--- src/rtl/sseg_scan_if.sv ---
// sseg_scan_if -- connection between a seven-segment display scanner and
// whatever controls it.
//
// Signals:
//   digit_en   [3:0]  per-digit enable (bit i = 0 keeps anode i dark)
//   hold              freezes scanning on the current digit while high
//   bright     [1:0]  brightness level, present only with SSEG_SCAN_DIM_EN
//   dp         [1:0]  current digit index (segment multiplexer select)
//   an         [3:0]  active-low anode enables
//   frame_tick        one-cycle pulse on each 3->0 wrap of dp
//
// Modports:
//   master  controller side: drives digit_en/hold(/bright), observes outputs
//   slave   scanner side:    receives controls, drives dp/an/frame_tick
//
// Optional feature macro: SSEG_SCAN_DIM_EN (adds bright).
interface sseg_scan_if;
  logic [3:0] digit_en;
  logic       hold;
  logic [1:0] dp;
  logic [3:0] an;
  logic       frame_tick;
`ifdef SSEG_SCAN_DIM_EN
  logic [1:0] bright;

  modport master (output digit_en, hold, bright, input dp, an, frame_tick);
  modport slave  (input digit_en, hold, bright, output dp, an, frame_tick);
`else
  modport master (output digit_en, hold, input dp, an, frame_tick);
  modport slave  (input digit_en, hold, output dp, an, frame_tick);
`endif
endinterface

--- src/rtl/sseg_scan.sv ---
// sseg_scan -- four-digit seven-segment anode scanner.
//
// Each digit gets a slot of PRESCALE clocks. The first BLANK_CYCLES clocks of
// a slot keep every anode dark (anti-ghosting), the rest light anode dp when
// digit_en[dp] is set. dp advances at the end of each slot unless hold was
// high at that edge; frame_tick pulses for the cycle after dp wraps 3->0.
//
// Parameters:
//   PRESCALE      clocks per digit slot (>= BLANK_CYCLES + 4)
//   BLANK_CYCLES  dark clocks at the start of each slot (>= 1)
//
// Ports:
//   clk   system clock
//   rst   asynchronous active-high reset
//   bus   sseg_scan_if.slave (digit_en, hold, [bright], dp, an, frame_tick)
//
// Optional feature macro: SSEG_SCAN_DIM_EN -- adds bright[1:0]; the lit part
// of the ON phase is limited to (bright+1) quarters, bright = 3 lights it all.
module sseg_scan #(
  parameter int PRESCALE     = 50000,
  parameter int BLANK_CYCLES = 500
) (
  input  logic       clk,
  input  logic       rst,
  sseg_scan_if.slave bus
);

  localparam int CW = (PRESCALE > 1) ? $clog2(PRESCALE) : 1;
  localparam logic [CW-1:0] LAST      = CW'(PRESCALE - 1);
  localparam logic [CW-1:0] BLANK_END = CW'(BLANK_CYCLES);

  typedef enum logic {BLANK = 1'b0, ON = 1'b1} stateT;

  stateT         state, stateNext;
  logic [CW-1:0] cnt, cntNext;
  logic [1:0]    dpReg, dpNext;
  logic [3:0]    anReg, anNext;
  logic          tickReg, tickNext;
  logic          wrap;
  logic          lit;

`ifdef SSEG_SCAN_DIM_EN
  localparam int DIM_Q = (PRESCALE - BLANK_CYCLES) / 4;
  localparam logic [CW-1:0] LIM1 = CW'(DIM_Q);
  localparam logic [CW-1:0] LIM2 = CW'(2 * DIM_Q);
  localparam logic [CW-1:0] LIM3 = CW'(3 * DIM_Q);

  logic [1:0]    brightReg, brightNext;
  logic [CW-1:0] onOffset;
`endif

  assign wrap = (cnt == LAST);

  always_comb begin
    cntNext   = wrap ? '0 : cnt + 1'b1;
    dpNext    = dpReg;
    tickNext  = 1'b0;
    stateNext = state;
    lit       = 1'b1;
    anNext    = 4'hF;

    // A held wrap is simply lost; nothing is queued for later.
    if (wrap && !bus.hold) begin
      dpNext   = dpReg + 2'd1;
      tickNext = (dpReg == 2'd3);
    end

    case (state)
      BLANK:   if (cntNext == BLANK_END) stateNext = ON;
      ON:      if (wrap) stateNext = BLANK;
      default: stateNext = BLANK;
    endcase

`ifdef SSEG_SCAN_DIM_EN
    // Brightness is latched on the edge that starts a slot and held for it.
    brightNext = wrap ? bus.bright : brightReg;
    // Only meaningful once in ON; in BLANK the anodes are dark anyway.
    onOffset   = cntNext - BLANK_END;
    case (brightNext)
      2'd0:    lit = (onOffset < LIM1);
      2'd1:    lit = (onOffset < LIM2);
      2'd2:    lit = (onOffset < LIM3);
      default: lit = 1'b1;
    endcase
`endif

    // Anodes are decoded from the next cnt/dp so they switch on the very
    // edge that crosses the BLANK/ON boundary or changes dp.
    if (stateNext == ON && bus.digit_en[dpNext] && lit)
      anNext[dpNext] = 1'b0;
  end

  always_ff @(posedge clk or posedge rst) begin
    if (rst) begin
      state     <= BLANK;
      cnt       <= '0;
      dpReg     <= 2'd0;
      anReg     <= 4'hF;
      tickReg   <= 1'b0;
`ifdef SSEG_SCAN_DIM_EN
      brightReg <= 2'd3;
`endif
    end else begin
      state     <= stateNext;
      cnt       <= cntNext;
      dpReg     <= dpNext;
      anReg     <= anNext;
      tickReg   <= tickNext;
`ifdef SSEG_SCAN_DIM_EN
      brightReg <= brightNext;
`endif
    end
  end

  assign bus.dp         = dpReg;
  assign bus.an         = anReg;
  assign bus.frame_tick = tickReg;

endmodule
--- src/flat_wrapper.sv ---
// flat-port wrapper written by rule: the top's interface ports become plain ports
module sseg_scan_flat 
#(
  parameter int PRESCALE     = 50000,
  parameter int BLANK_CYCLES = 500
)
  (clk, rst, bus_digit_en, bus_hold, bus_dp, bus_an, bus_frame_tick);
  sseg_scan_if bus_i ();
  input  logic clk;
  input  logic rst;
  input wire logic [$bits(bus_i.digit_en)-1:0] bus_digit_en;
  input wire logic [$bits(bus_i.hold)-1:0] bus_hold;
  output wire logic [$bits(bus_i.dp)-1:0] bus_dp;
  output wire logic [$bits(bus_i.an)-1:0] bus_an;
  output wire logic [$bits(bus_i.frame_tick)-1:0] bus_frame_tick;
  assign bus_i.digit_en = bus_digit_en;
  assign bus_i.hold = bus_hold;
  assign bus_dp = bus_i.dp;
  assign bus_an = bus_i.an;
  assign bus_frame_tick = bus_i.frame_tick;
  sseg_scan #(.PRESCALE(PRESCALE), .BLANK_CYCLES(BLANK_CYCLES)) u_core (.clk(clk), .rst(rst), .bus(bus_i));
endmodule
--- config.mk ---
export PLATFORM = sky130hd
export DESIGN_NAME = sseg_scan_flat
export DESIGN_NICKNAME = d
export VERILOG_FILES = /design/src/rtl/sseg_scan_if.sv /design/src/rtl/sseg_scan.sv /design/src/flat_wrapper.sv
export SDC_FILE = /design/constraint.sdc
export NUM_CORES = 1
export LEC_CHECK = 0
export ABC_AREA = 1
export CORE_MARGIN = 2
export CORE_UTILIZATION = 55
export DETAILED_ROUTE_END_ITERATION = 10
export PLACE_DENSITY_LB_ADDON = 0.3
export SLEW_MARGIN = 15
export SYNTH_ARGS = -nofsm -noshare
export SYNTH_HDL_FRONTEND = slang
export SYNTH_SLANG_ARGS = --single-unit
export TNS_END_PERCENT = 100
--- constraint.sdc ---
create_clock -name clk -period 2.2 [get_ports clk]
set_input_delay 0.44 -clock clk [delete_from_list [all_inputs] [get_ports clk]]
set_output_delay 0.44 -clock clk [all_outputs]
set_load 0.01 [all_outputs]
==> results.sh <==
export IMPL_outcome="finished, final reports clean"
export IMPL_finalWirelength_mm=3.05
export IMPL_final_nets=218
export IMPL_hp_class="in2async"
export IMPL_postCtsSetupRepairBufs=0
export IMPL_grt_util_met3_pct=2.78
export IMPL_fin_skew_ns=0.0111
export IMPL_power_density_nw_per_um2=494
export IMPL_yosys_warnings=0
export IMPL_detail_route_wl_per_cell_um=12.8
export IMPL_die_area_um2=2910
export IMPL_leakagePower_uw=0.000820
export IMPL_avgSynthCellArea_um2=7.22
export IMPL_overflow=0
export IMPL_drt_initial_drc_count=58
export IMPL_required_ns=2.48
export IMPL_irDropWorstVdd_uv=488
export IMPL_rsz0062_at_grt="false"
export IMPL_clkLatencyLatePin_ns=0.32
export IMPL_slew_violations=0
export IMPL_yosys_area_top_type="dfrtp_1"
export IMPL_syn_instance_count=190
export IMPL_ys_seq_area_share_pct=44.1
export IMPL_grtUsageTotal_pct=24.4
export IMPL_crit_chain="ha_1, nand2_1, nor2_4, nand3_2, nor2_4, nand2_2, o21ai_2, inv_2, nand2_1, nand2_2, nand3_1"
export IMPL_cts_buffers=3
export IMPL_drc=0
export IMPL_finalHoldViolations=0
export IMPL_via_per_inst=5.38
export IMPL_clock_root_buffer="clkbuf_4"
export IMPL_drt_pass1_iter_count=4
export IMPL_synth_area_leaders="dfrtp_1, nand2_1, inv_1"
export IMPL_drive_above_1_share_pct=10.6
export IMPL_synth_top_area_share_pct=36.5
export IMPL_period_share_pct=86.8
export IMPL_clockBufferDepth=2
export IMPL_slowest_delay_ns=0.40
export IMPL_die_h_um=54.0
export IMPL_post_place_ws_ns=0.346
export IMPL_grt_antenna_before_repair=0
export IMPL_groute_layer_met1_usage_pct=34.0
export IMPL_cp_max_fo=6
export IMPL_gp_congestion=0.895
export IMPL_busiest_layer="met2"
export IMPL_setup_tns_ns=0
export IMPL_max_slew_margin_pct=75.2
export IMPL_worstPathArrival_ns=2.19
export IMPL_cap_violations=0
export IMPL_grt_util_met2_pct=39.4
export IMPL_ant_nets=0
export IMPL_grt_pass1_wl_mm=5.12
export IMPL_start_util_pct=57.0
export IMPL_dp_hpwl_mm=2.29
export IMPL_ioPinCount=14
export IMPL_critical_path_startpoint_type="register"
export IMPL_h_tree_depth=1
export IMPL_n_antenna_cell=0
export IMPL_ctsResizeCount=0
export IMPL_cp_end_kind="register"
export IMPL_fin_ws_ns=0.290
export IMPL_core_area_um2=2410
export IMPL_mostFrequentLayoutCells="nand2_1, inv_1, nor2_1"
export IMPL_ys_ff_latch=24
export IMPL_cts_sinks=24
export IMPL_syn_area_um2=1370
export IMPL_vias=1280
export IMPL_hold_buffers=0
export IMPL_finalSetupViolCount=0
export IMPL_period_needed_ns=1.91
export IMPL_path_class="reg2reg"
export IMPL_worst_path_max_delay_cell="dfrtp_1"
export IMPL_io_buffers=13
export IMPL_die_w_um=54.0
export IMPL_grt_pass1_vias=1176
export IMPL_cts_tree="built"
export IMPL_grt_max_degree=25
export IMPL_worstMarginPinSlew_ns=0.371
export IMPL_clock_fmax_mhz=523
export IMPL_ys_types=19
export IMPL_final_common_cell="nand2_1"
export IMPL_row_count=18
export IMPL_synth_net_count=199
export IMPL_clk_pin_slew_ns=0.14
export IMPL_area_delta_synth_final_pct=16.6
[cell usage after synthesis (all sizes together)]
cell type / count
o21bai: 2
nor2: 33
nor3b: 2
nand2: 59
inv: 32
ha: 2
dfrtp: 20
nand3: 20
dfstp: 4
nand4: 8
nor3: 1
xor2: 3
o21ai: 4
[cell type report]
class | instances | area [um^2]
Clock buffer | 3 | 22.5
Timing Repair Buffer | 14 | 138
Sequential cell | 24 | 606
Fill cell | 194 | 810
Inverter | 32 | 120
Clock inverter | 1 | 30.0
Multi-Input combinational cell | 134 | 647
Tap cell | 30 | 37.5
[stage by stage]
stage | std cells | total power (uW) | util [%] | hold slack (ns) | cell area (um^2)
2_1_floorplan | 190 | 460 | - | 0.433 | 1370
3_3_place_gp | 234 | 475 | 64.2 | 0.443 | 1550
3_5_place_dp | 234 | 476 | 64.2 | 0.468 | 1550
4_1_cts | 238 | 799 | 66.4 | 0.457 | 1600
5_1_grt | 238 | 819 | 66.4 | 0.481 | 1600
6_report | 238 | 790 | 66.4 | 0.444 | 1600
[kinds of logic (layout without fill, tap and decap cells)]
kind of cell / after synthesis / after routing / share of synthesized area (%)
AND/OR/NAND/NOR: 123 / 123 / 40.3
buffers and inverters: 32 / 50 / 8.75
flip-flops: 24 / 24 / 44.1
AO/OA/AOI/OAI: 6 / 6 / 3.10
XOR/XNOR: 3 / 3 / 1.91
adder cells (fa/ha/maj): 2 / 2 / 1.82
[layer usage]
layer	up-vias	wire, um	share of wire [%]
met1	603	1380	45
met5	-	0	0
met3	6	164	5.4
met4	0	48	1.6
li1	622	-	-
met2	49	1460	48
[flip-flops by register name, summed over array words and instances, names as in the netlist]
register and flops:
u_core.cnt 16, u_core.bus.dp 2, u_core.bus.an 4, u_core.bus.frame_tick 1
u_core.state 1
[power breakdown]
part           total [uW]  leakage, uW  switching, uW  internal [uW]
registers             442     0.000302              0            442
logic                25.9     0.000491           13.7           12.2
clock network         323    0.0000279            139            184
[path summary, 6_finish.rpt]
check / slack [ns] / from / end / depth (start not counted)
max: 0.29 / u_core.cnt[0]$_DFF_PP0_ / u_core.bus.an[2]$_DFF_PP1_ / 11
min in group clk: 0.49 / u_core.cnt[0]$_DFF_PP0_ / u_core.cnt[0]$_DFF_PP0_ / 1
min: 0.44 / rst / u_core.cnt[6]$_DFF_PP0_ / 3
max in group asynchronous: 1.48 / rst / u_core.bus.an[0]$_DFF_PP1_ / 3
max reg2reg: 0.29 / u_core.cnt[0]$_DFF_PP0_ / u_core.bus.an[2]$_DFF_PP1_ / 11
min reg2reg: 0.49 / u_core.cnt[0]$_DFF_PP0_ / u_core.cnt[0]$_DFF_PP0_ / 1
[worst max-delay path, delay by kind of cell (launching register included)]
| kind | cells | cell delay, ns |
|---|---|---|
| flip-flops | 1 | 0.40 |
| buffers and inverters | 1 | 0.08 |
| AO/OA/AOI/OAI | 1 | 0.20 |
| AND/OR/NAND/NOR | 8 | 0.92 |
| adder cells (fa/ha/maj) | 1 | 0.25 |
Power figures use the tool's default switching activity.
